==> src/rtl/seg14_pkg.sv <==
// Shared font, character codes and FSM state type for the 14-segment bus readback path.
// Glyph bits, MSB first: a b c d e f g1 g2 h i j k l m.
package seg14_pkg;

  localparam int SEG_W  = 14;
  localparam int CODE_W = 6;

  typedef enum logic {HUNT, CAPTURE} state_t;

  localparam logic [CODE_W-1:0] CODE_SPACE = 6'h00;
  localparam logic [CODE_W-1:0] CODE_A     = 6'h01;
  localparam logic [CODE_W-1:0] CODE_DIG0  = 6'h20;
  localparam logic [CODE_W-1:0] CODE_UNK   = 6'h3F;

  localparam logic [SEG_W-1:0] GLYPH_SPACE = 14'b00000000000000;
  localparam logic [SEG_W-1:0] GLYPH_A = 14'b11101111000000;
  localparam logic [SEG_W-1:0] GLYPH_B = 14'b11110001010010;
  localparam logic [SEG_W-1:0] GLYPH_C = 14'b10011100000000;
  localparam logic [SEG_W-1:0] GLYPH_D = 14'b11110000010010;
  localparam logic [SEG_W-1:0] GLYPH_E = 14'b10011110000000;
  localparam logic [SEG_W-1:0] GLYPH_F = 14'b10001110000000;
  localparam logic [SEG_W-1:0] GLYPH_G = 14'b10111101000000;
  localparam logic [SEG_W-1:0] GLYPH_H = 14'b01101111000000;
  localparam logic [SEG_W-1:0] GLYPH_I = 14'b10010000010010;
  localparam logic [SEG_W-1:0] GLYPH_J = 14'b01111000000000;
  localparam logic [SEG_W-1:0] GLYPH_K = 14'b00001110001100;
  localparam logic [SEG_W-1:0] GLYPH_L = 14'b00011100000000;
  localparam logic [SEG_W-1:0] GLYPH_M = 14'b01101100101000;
  localparam logic [SEG_W-1:0] GLYPH_N = 14'b01101100100100;
  localparam logic [SEG_W-1:0] GLYPH_O = 14'b11111100000000;
  localparam logic [SEG_W-1:0] GLYPH_P = 14'b11001111000000;
  localparam logic [SEG_W-1:0] GLYPH_Q = 14'b11111100000100;
  localparam logic [SEG_W-1:0] GLYPH_R = 14'b11001111000100;
  localparam logic [SEG_W-1:0] GLYPH_S = 14'b10110111000000;
  localparam logic [SEG_W-1:0] GLYPH_T = 14'b10000000010010;
  localparam logic [SEG_W-1:0] GLYPH_U = 14'b01111100000000;
  localparam logic [SEG_W-1:0] GLYPH_V = 14'b00001100001001;
  localparam logic [SEG_W-1:0] GLYPH_W = 14'b01101100000101;
  localparam logic [SEG_W-1:0] GLYPH_X = 14'b00000000101101;
  localparam logic [SEG_W-1:0] GLYPH_Y = 14'b00000000101010;
  localparam logic [SEG_W-1:0] GLYPH_Z = 14'b10010000001001;

  localparam logic [SEG_W-1:0] GLYPH_0 = 14'b11111100001001;
  localparam logic [SEG_W-1:0] GLYPH_1 = 14'b01100000001000;
  localparam logic [SEG_W-1:0] GLYPH_2 = 14'b11011011000000;
  localparam logic [SEG_W-1:0] GLYPH_3 = 14'b11110001000000;
  localparam logic [SEG_W-1:0] GLYPH_4 = 14'b01100111000000;
  localparam logic [SEG_W-1:0] GLYPH_5 = 14'b10110111000000;
  localparam logic [SEG_W-1:0] GLYPH_6 = 14'b10111111000000;
  localparam logic [SEG_W-1:0] GLYPH_7 = 14'b11100000000000;
  localparam logic [SEG_W-1:0] GLYPH_8 = 14'b11111111000000;
  localparam logic [SEG_W-1:0] GLYPH_9 = 14'b11110111000000;

  // Index i holds the glyph for code CODE_A+i (letters) or CODE_DIG0+i (digits).
  localparam logic [SEG_W-1:0] FONT_ALPHA [26] = '{
    GLYPH_A, GLYPH_B, GLYPH_C, GLYPH_D, GLYPH_E, GLYPH_F, GLYPH_G, GLYPH_H, GLYPH_I,
    GLYPH_J, GLYPH_K, GLYPH_L, GLYPH_M, GLYPH_N, GLYPH_O, GLYPH_P, GLYPH_Q, GLYPH_R,
    GLYPH_S, GLYPH_T, GLYPH_U, GLYPH_V, GLYPH_W, GLYPH_X, GLYPH_Y, GLYPH_Z
  };

  localparam logic [SEG_W-1:0] FONT_DIGIT [10] = '{
    GLYPH_0, GLYPH_1, GLYPH_2, GLYPH_3, GLYPH_4,
    GLYPH_5, GLYPH_6, GLYPH_7, GLYPH_8, GLYPH_9
  };

endpackage

==> src/rtl/seg14_glyph_decode.sv <==
// Combinational reverse font lookup: 14-segment pattern to 6-bit character code.
module seg14_glyph_decode
  import seg14_pkg::*;
(
  input  logic [SEG_W-1:0]  segm,
  output logic [CODE_W-1:0] code,
  output logic              unknown
);

  // Letters are scanned after digits so a shared pattern (S/5) resolves to the letter.
  always_comb begin
    code = CODE_UNK;
    for (int i = 0; i < 10; i++) begin
      if (segm == FONT_DIGIT[i]) code = CODE_DIG0 + CODE_W'(i);
    end
    for (int i = 0; i < 26; i++) begin
      if (segm == FONT_ALPHA[i]) code = CODE_A + CODE_W'(i);
    end
    if (segm == GLYPH_SPACE) code = CODE_SPACE;
    unknown = (code == CODE_UNK);
  end

endmodule

==> src/rtl/seg14_scan_decoder.sv <==
// Receive side of the multiplexed 14-segment display bus: samples sel/segm, decodes glyphs
// and assembles complete frames, flagging sequencing errors and unknown glyphs.
module seg14_scan_decoder
  import seg14_pkg::*;
#(
  parameter int NDIG = 12,
  parameter int CW   = 6,
  parameter int CNTW = 8
) (
  input  logic                 clk,
  input  logic                 rst_n,
  input  logic [NDIG-1:0]      sel,
  input  logic [SEG_W-1:0]     segm,
  output logic [NDIG*CW-1:0]   frame,
  output logic                 frame_valid,
  output logic                 frame_bad,
  output logic                 seq_err,
  output logic [CNTW-1:0]      frame_cnt
);

  localparam int IW = (NDIG > 1) ? $clog2(NDIG) : 1;

  state_t               state;
  logic [NDIG-1:0]      in_sel;
  logic [SEG_W-1:0]     in_segm;
  logic [NDIG*CW-1:0]   buffer;
  logic [NDIG*CW-1:0]   next_buf;
  logic [IW-1:0]        exp_idx;
  logic [IW-1:0]        idx;
  logic                 unk;
  logic                 sel_onehot;
  logic                 last_digit;
  logic [CODE_W-1:0]    dec_code;
  logic                 dec_unk;

  seg14_glyph_decode u_decode (
    .segm    (in_segm),
    .code    (dec_code),
    .unknown (dec_unk)
  );

  assign sel_onehot = (in_sel != '0) && ((in_sel & (in_sel - NDIG'(1))) == '0);
  assign last_digit = (idx == IW'(NDIG - 1));

  always_comb begin
    idx = '0;
    for (int i = 0; i < NDIG; i++) begin
      if (in_sel[i]) idx = IW'(i);
    end
  end

  // Buffer as it would look with the current digit written; frame loads this at completion.
  always_comb begin
    next_buf = buffer;
    next_buf[idx*CW +: CW] = dec_code;
  end

  always_ff @(posedge clk or negedge rst_n) begin
    if (!rst_n) begin
      in_sel      <= '0;
      in_segm     <= '0;
      buffer      <= '0;
      frame       <= '0;
      frame_valid <= 1'b0;
      frame_bad   <= 1'b0;
      seq_err     <= 1'b0;
      frame_cnt   <= '0;
      state       <= HUNT;
      exp_idx     <= '0;
      unk         <= 1'b0;
    end else begin
      in_sel      <= sel;
      in_segm     <= segm;
      frame_valid <= 1'b0;
      seq_err     <= 1'b0;
      case (state)
        HUNT: begin
          if (in_sel == NDIG'(1)) begin
            buffer  <= next_buf;
            exp_idx <= IW'(1);
            unk     <= dec_unk;
            state   <= CAPTURE;
          end else if ((in_sel != '0) && !sel_onehot) begin
            seq_err <= 1'b1;
          end
        end
        CAPTURE: begin
          if (in_sel != '0) begin
            if (!sel_onehot) begin
              seq_err <= 1'b1;
              state   <= HUNT;
            end else if (idx == exp_idx) begin
              buffer <= next_buf;
              unk    <= unk | dec_unk;
              if (last_digit) begin
                frame       <= next_buf;
                frame_valid <= 1'b1;
                frame_bad   <= unk | dec_unk;
                frame_cnt   <= frame_cnt + CNTW'(1);
                state       <= HUNT;
              end else begin
                exp_idx <= exp_idx + IW'(1);
              end
            end else if (idx == exp_idx - IW'(1)) begin
              // Same digit still on the bus for another scan cycle.
              buffer <= next_buf;
              unk    <= unk | dec_unk;
            end else if (idx == '0) begin
              seq_err <= 1'b1;
              buffer  <= next_buf;
              exp_idx <= IW'(1);
              unk     <= dec_unk;
            end else begin
              seq_err <= 1'b1;
              state   <= HUNT;
            end
          end
        end
        default: state <= HUNT;
      endcase
    end
  end

endmodule

==> config.mk <==
export PLATFORM = sky130hd
export DESIGN_NAME = seg14_scan_decoder
export DESIGN_NICKNAME = d
export VERILOG_FILES = /design/src/rtl/seg14_pkg.sv /design/src/rtl/seg14_glyph_decode.sv /design/src/rtl/seg14_scan_decoder.sv
export SDC_FILE = /design/constraint.sdc
export NUM_CORES = 1
export LEC_CHECK = 0
export CORE_MARGIN = 1.5
export CORE_UTILIZATION = 45
export CTS_BUF_LIST = sky130_fd_sc_hd__clkbuf_8
export CTS_CLUSTER_DIAMETER = 30
export DETAILED_ROUTE_END_ITERATION = 8
export PLACE_DENSITY_LB_ADDON = 0.1
export SETUP_SLACK_MARGIN = 0.4
export SYNTH_ARGS = -nofsm -noshare
export SYNTH_HDL_FRONTEND = slang
export SYNTH_SLANG_ARGS = --single-unit
==> constraint.sdc <==
create_clock -name clk -period 4.9 [get_ports clk]
set_clock_uncertainty 0.2 [all_clocks]
set_input_delay 0.735 -clock clk [delete_from_list [all_inputs] [get_ports clk]]
set_output_delay 0.735 -clock clk [all_outputs]
set_load 0.005 [all_outputs]
==> metrics.md, run 1 <==
| Metric | Value |
|---|---|
| Netlist cell types | 94 |
| CTS root buf | clkbuf_8 |
| Filler Cells Inserted | 2156 |
| Sinks on Clock Net | 187 |
| Final wirelength | 30.03 mm |
| Synth-to-layout area growth | 21.93% |
| RSZ-0062 raised after global routing | no |
| PD cells | 263.8 mW/mm² |
| Post-DP HPWL | 21.16 mm |
| Post-DRT Antenna Nets | 0 |
| Die area | 0.02480 mm² |
| Bufs and invs on worst path | 1 |
| Chip height | 157.5 µm |
| All-layer global routing usage | 0.2487 |
| Initial antenna violation count | 0 |
| Worst hold path type | input pin to async pin |
| GR Overflow Total | 0 |
| H-Tree Depth | 4 |
| Crit path largest cell delay | 0.59 ns |
| Share of cells above drive strength 1 | 0.1884 |
| Biggest area consumer among synthesized cells | dfrtp_1 |
| Final GP Congestion | 0.9200 |
| Ys flop type | dfrtp_1 |
| Worst setup SP type | flip-flop |
| Setup CP Type | flip-flop to flip-flop |
| Crit. End Element | flip-flop |
| Core area | 0.02347 mm² |
| IR drop worst, VDD | 0.1638 mV |
| Outcome | finished clean |
| Post-route minimum period | 4.420 ns |
| Drt pass-1 iters | 5 |
| Clk pin slew, worst setup/hold paths | 0.11 ns |
| Vias post-DR | 9375 |
| Synth top area share | 0.4358 |
| Synth Register Bits | 187 |
| Hold_buf cts | 0 |
| Ranking of synthesized cells by area | dfrtp_1, mux2_2, nand2_1 |
| Max clock buf depth | 2 |
| CP Data Required Time | 5.07 ns |
| Mapped cell area | 0.01074 mm² |
| Port buffer count | 110 |
| Max Slew Vio Count | 0 |
| Max Freq | 0.2262 GHz |
| CTS tree | built |
| CP max FO | 5 |
| Rows | 56 |
| Routed len/inst | 19.04 µm |
| DRT iter0 DRCs | 666 |
| Reg-to-reg setup timing slack | 0.48 ns |
| Setup TNS Final | 0 ns |
| Min Hold Slack | 0.1867 ns |
| Final Hold Fails | 0 |
| Worst-Skew Late Latency | 0.48 ns |
| CP max-delay cell | or4_4 |
| CTS buffer count | 17 |
| Number of synthesized flops with an enable pin | 0 |
| Relative slew slack | 0.1819 |
| Mapped Cells | 1125 |
| First-pass GRT wire length | 48.03 mm |
| Least-Margin Pin Slew | 1.211 ns |
| Mapped Nets | 1168 |
| Critical path's top delay family | simple AND/OR/NAND/NOR gates |
| IO Pins | 111 |
| Diode count | 0 |
| Syn Area/Cell | 9.545 µm² |
| Seq/Total Area, Yosys | 0.4358 |
| Nets | 1288 |
| Setup Viol. Count Final | 0 |
| Max-Cap Viols | 0 |
| Final period util | 0.9021 |
| Pleak | 5.446 nW |
| Largest net degree at the start of global routing | 122 |
| Ys async rst share | 1.000 |
| Post-route DRC violation count | 0 |
| Vias per cell | 5.945 |
| Starting Density | 0.4575 |
| CP Data Arrival Time | 4.59 ns |
| Die Width | 157.5 µm |
| Ys Warns | 0 |
| Crit-path cells | or4_4, inv_6, nand2_4, ha_4, and3b_2, or4_4, and3_4, and2_4, ha_4, a41oi_4, a21oi_4, or3_4, a21oi_4, nand2_2, mux2_4 |
| Vias in the first global route | 8919 |
==> cell usage in the layout (no fill, tap or decap), drive strengths merged, types with 44 or more instances in the layout <==
cell,n
buf,57
nand2,119
o21ai,75
nand3,65
mux2,53
dfrtp,187
a21oi,66
nand4,44
clkdlybuf4s50,109
nor2,87
==> registers in the layout (all words and copies together) (netlist names) <==
register and flops:
in_segm 14, unk 1, frame_cnt 8, frame 72
state 1, seq_err 1, buffer 72, frame_valid 1
frame_bad 1, exp_idx 4, in_sel 12
==> layer usage <==
layer | routed length [µm] | vias to the layer above | global-route usage | share of wire
li1 | - | 4441 | - | -
met4 | 556 | 0 | 0.07412 | 0.019
met1 | 13550 | 4563 | 0.3446 | 0.45
met3 | 2025 | 51 | 0.05754 | 0.067
met5 | 0 | - | 0 | 0
met2 | 13900 | 320 | 0.3870 | 0.46
==> cells in the mapped netlist (7+ instances only) <==
cell / count
ha_1: 15
mux2_2: 51
clkbuf_1: 35
nor3_1: 18
o22a_1: 7
and4b_1: 7
dfrtp_1: 187
inv_1: 16
nor4_1: 13
nor2_1: 85
and2_1: 9
a21oi_1: 63
nor4b_1: 9
nor2b_1: 9
a31oi_1: 9
nand2_1: 119
or3_1: 7
and3_1: 14
nand4_1: 44
xnor2_1: 13
a22oi_1: 10
nand3_1: 59
o211ai_1: 13
o31ai_1: 22
mux2i_1: 36
buf_2: 15
o21ai_0: 71
o22ai_1: 9
==> cell families (layout without fill, tap and decap cells) <==
group / Yosys count / count (layout) / synth area share
compound gates: 273 / 273 / 0.1709
fa+ha+maj: 16 / 16 / 0.01841
mux: 89 / 89 / 0.08914
simple gates: 455 / 455 / 0.2287
flops: 187 / 187 / 0.4358
xor+xnor: 20 / 20 / 0.01969
buf+inv: 85 / 218 / 0.03729
==> power breakdown <==
part | leakage, nW | total (mW) | internal (mW) | switching [mW]
clock network | 0.211 | 1.09 | 0.402 | 0.691
logic | 2.69 | 0.779 | 0.266 | 0.514
registers | 2.55 | 1.58 | 1.55 | 0.0270
total | 5.45 | 3.45 | 2.22 | 1.23
==> timing repair <==
item,CTS,global route
resized for setup,19,22
pin swaps,4,10
setup buffers,7,9
setup endpoints to repair,117,97
endpoints found under the hold margin,0,0
==> final timing paths <==
check | startpoint | endpoint | depth (start not counted)
worst min register to register | frame_cnt[7] | frame_cnt[7] | 1
worst min-delay path | rst_n | exp_idx[2] | 1
worst max register to register | in_sel[8] | buffer[18] | 15
worst max-delay path | in_sel[8] | buffer[18] | 15
min in group clk | frame_cnt[7] | frame_cnt[7] | 1
max in group asynchronous | rst_n | buffer[67] | 2
==> stage by stage <==
step / power [mW] / instance area [µm²] / cells / utilization / setup WS [ns]
after detailed placement: 2.324 / 12350 / 1529 / 0.5261 / 0.1795
after CTS: 3.449 / 12920 / 1568 / 0.5503 / 0.4011
after global placement: 2.322 / 12350 / 1529 / 0.5261 / 0.2571
after global routing: 3.607 / 13090 / 1577 / 0.5578 / 0.3391
after floorplan: 2.050 / 10830 / 1125 / - / 0.3672
final: 3.453 / 13090 / 1577 / 0.5578 / 0.4796
==> layout make-up <==
| class | count | area [µm²] | share of cell area |
|---|---|---|---|
| Sequential cell | 187 | 4683 | 0.3577 |
| Clock inverter | 15 | 196.4 | 0.01500 |
| Timing Repair Buffer | 167 | 1553 | 0.1186 |
| Clock buffer | 17 | 234.0 | 0.01787 |
| Inverter | 19 | 78.83 | 0.006021 |
| Tap cell | 319 | 399.1 | 0.03049 |
| Multi-Input combinational cell | 853 | 5948 | 0.4543 |
==> worst reg2reg max path: stages, from the launching register on <==
cell and delay (ns):
dfrtp_1 0.39, or4_4 0.59, inv_6 0.10, nand2_4 0.07, ha_4 0.29, and3b_2 0.22, or4_4 0.55, and3_4 0.21
and2_4 0.16, ha_4 0.17, a41oi_4 0.22, a21oi_4 0.10, or3_4 0.44, a21oi_4 0.20, nand2_2 0.10, mux2_4 0.33
Note: power is estimated with default switching activity, not from simulation.
==> run 2: changes to the inputs <==
--- a/config.mk
+++ b/config.mk
@@ -5,6 +5,7 @@
 export SDC_FILE = /design/constraint.sdc
 export NUM_CORES = 1
 export LEC_CHECK = 0
+export CAP_MARGIN = 10
 export CORE_MARGIN = 1.5
 export CORE_UTILIZATION = 45
 export CTS_BUF_LIST = sky130_fd_sc_hd__clkbuf_8
@@ -15,3 +16,4 @@
 export SYNTH_ARGS = -nofsm -noshare
 export SYNTH_HDL_FRONTEND = slang
 export SYNTH_SLANG_ARGS = --single-unit
+export TNS_END_PERCENT = 1
==> run 2 against run 1 <==
Compared with the run above: sequential power barely moved; final cell count fell by 0.82%; worst setup slack got worse by 0.10 ns; critical path type unchanged; largest cell class unchanged.
==> metrics.md, run 2 (synthesis results as in run 1) <==
| Metric | Value |
|---|---|
| Outcome | finished clean (unchanged) |
| Placed cell count | 1526 (was 1529) |
| Sinks on Clock Net | 187 (unchanged) |
| Hold_buf cts | 0 (unchanged) |
| Setup Viol. Count Final | 0 (unchanged) |
| H-Tree Depth | 4 (unchanged) |
| Crit. End Element | flip-flop (unchanged) |
| CP Data Required Time | 5.08 ns (was 5.07 ns) |
| PD cells | 262.7 mW/mm² (was 263.8 mW/mm²) |
| Final period util | 0.9233 (was 0.9021) |
| Max-Cap Viols | 0 (unchanged) |
| Dpl cell area | 0.01230 mm² (was 0.01235 mm²) |
| Routed len/inst | 19.04 µm (about the same) |
| Worst-Skew Late Latency | 0.49 ns (was 0.48 ns) |
| Synth-to-layout area growth | 20.15% (was 21.93%) |
| IR drop worst, VDD | 0.1697 mV (was 0.1638 mV) |
| Nets | 1275 (was 1288) |
| Largest registers | buffer (72), frame (72), in_segm (14) (unchanged) |
| CP Data Arrival Time | 4.70 ns (was 4.59 ns) |
| Worst hold path type | input pin to async pin (unchanged) |
| Relative slew slack | 0.1864 (was 0.1819) |
| Final Hold Fails | 0 (unchanged) |
| Setup TNS Final | 0 ns (unchanged) |
| Pleak | 5.379 nW (was 5.446 nW) |
| GR Overflow Total | 0 (unchanged) |
| Most frequent cells in the layout | dfrtp_1, nand2_1, clkdlybuf4s50_1 (unchanged) |
| Post-DP HPWL | 21.42 mm (was 21.16 mm) |
| Die area | 0.02480 mm² (unchanged) |
| Post-DRT Antenna Nets | 0 (unchanged) |
| CTS root buf | clkbuf_8 (unchanged) |
| Fin cells | 1564 (was 1577) |
| IO Pins | 111 (unchanged) |
| Max Slew Vio Count | 0 (unchanged) |
| R2R depth | 15 (unchanged) |
| Initial antenna violation count | 0 (unchanged) |
| Chip height | 157.5 µm (unchanged) |
| Port buffer count | 110 (unchanged) |
| Vias per cell | 5.882 (was 5.945) |
| Die Width | 157.5 µm (unchanged) |
| Rows | 56 (unchanged) |
| CP max FO | 8 (was 5) |
| Post-route minimum period | 4.524 ns (was 4.420 ns) |
| Largest net degree at the start of global routing | 111 (was 122) |
| Vias in the first global route | 8909 (was 8919) |
| Starting Density | 0.4575 (unchanged) |
| Least-Margin Pin Slew | 1.209 ns (was 1.211 ns) |
| CTS tree | built (unchanged) |
| Core area | 0.02347 mm² (unchanged) |
| Commonest non-fill, non-tap cell in the layout | dfrtp_1 (unchanged) |
| Vias post-DR | 9199 (was 9375) |
| Final wirelength | 29.79 mm (was 30.03 mm) |
| Clk pin slew, worst setup/hold paths | 0.11 ns (about the same) |
| Final GP Congestion | 0.9154 (was 0.9200) |
| RSZ-0062 raised after global routing | yes (was no) |
| Max Freq | 0.2210 GHz (was 0.2262 GHz) |
| Post-route DRC violation count | 0 (unchanged) |
| Drt pass-1 iters | 7 (was 5) |
| Share of cells above drive strength 1 | 0.1711 (was 0.1884) |
| All-layer global routing usage | 0.2511 (was 0.2487) |
| Diode count | 0 (unchanged) |
| Worst setup SP type | flip-flop (unchanged) |
| CTS buffer count | 17 (unchanged) |
| DRT iter0 DRCs | 792 (was 666) |
| Setup CP Type | flip-flop to flip-flop (unchanged) |
| Final instance area | 0.01290 mm² (was 0.01309 mm²) |
| Max clock buf depth | 2 (unchanged) |
| First-pass GRT wire length | 48.31 mm (was 48.03 mm) |
[run 2: cell types whose count changed in the layout (fill, tap and decap cells not counted), sizes merged]
cell | previous run | this run
clkinv | 9 | 7
buf | 57 | 44
inv | 24 | 27
clkinvlp | 1 | 0
[run 2: final timing paths]
check / startpoint / endpoint / slack (ns)
min in group clk: frame_cnt[7] / frame_cnt[7] / 0.28
min reg2reg: frame_cnt[7] / frame_cnt[7] / 0.28
max: in_sel[5] / buffer[51] / 0.38
max reg2reg: in_sel[5] / buffer[51] / 0.38
max in group asynchronous: rst_n / frame[15] / 3.25
min: rst_n / in_sel[0] / 0.11
[run 2: timing repair]
action	CTS	global route
setup buffers	6	0
gates cloned	0	0
resized for setup	15	16
pin swaps	1	1
setup endpoints to repair	103	131
[run 2: through the flow]
stage / utilization / power (mW) / setup WS [ns] / hold slack [ns]
finish: 0.5496 / 3.389 / 0.3760 / 0.1113
global route: 0.5496 / 3.529 / 0.2193 / 0.1810
CTS: 0.5462 / 3.391 / 0.3903 / 0.1667
detailed placement: 0.5240 / 2.300 / 0.1988 / 0.2619
global placement: 0.5240 / 2.301 / 0.2387 / 0.2611
floorplan: - / 2.047 / 0.3672 / 0.2394
[run 2: worst max-delay path: stages (launching register included)]
cell     delay, ns
dfrtp_2       0.47
or4_4         0.56
nand2_4       0.11
inv_2         0.06
ha_1          0.28
and3b_1       0.21
or4_4         0.53
and3_1        0.22
and2_1        0.19
ha_4          0.17
a41oi_2       0.22
a21oi_2       0.15
or3_4         0.45
a21oi_4       0.19
nand2_1       0.11
mux2_2        0.30
[run 2: layout make-up]
class,instances,area [µm²]
Fill cell,2155,10570
Multi-Input combinational cell,853,5898
Sequential cell,187,4684
Timing Repair Buffer,154,1435
Tap cell,319,399.1
Clock buffer,17,234.0
Clock inverter,15,173.9
Inverter,19,76.32
[run 2: per-layer routing]
metal / vias up / routed length (µm) / GRT usage
li1: 4415 / - / -
met1: 4452 / 13900 / 0.3530
met2: 288 / 13570 / 0.3958
met3: 44 / 1696 / 0.04102
met4: 0 / 617 / 0.07907
met5: - / 0 / 0
[run 2: power breakdown]
group / leakage [nW] / internal [mW] / switching, mW
clock network: 0.208 / 0.391 / 0.673
registers: 2.54 / 1.55 / 0.0282
logic: 2.63 / 0.244 / 0.500
total: 5.38 / 2.19 / 1.20
==> run 3: changes to the inputs <==
--- a/config.mk
+++ b/config.mk
@@ -16,4 +16,3 @@
 export SYNTH_ARGS = -nofsm -noshare
 export SYNTH_HDL_FRONTEND = slang
 export SYNTH_SLANG_ARGS = --single-unit
-export TNS_END_PERCENT = 1
==> results of run 3 <==
Same layout as run 1: the final DEF is identical, and so are final timing and power.
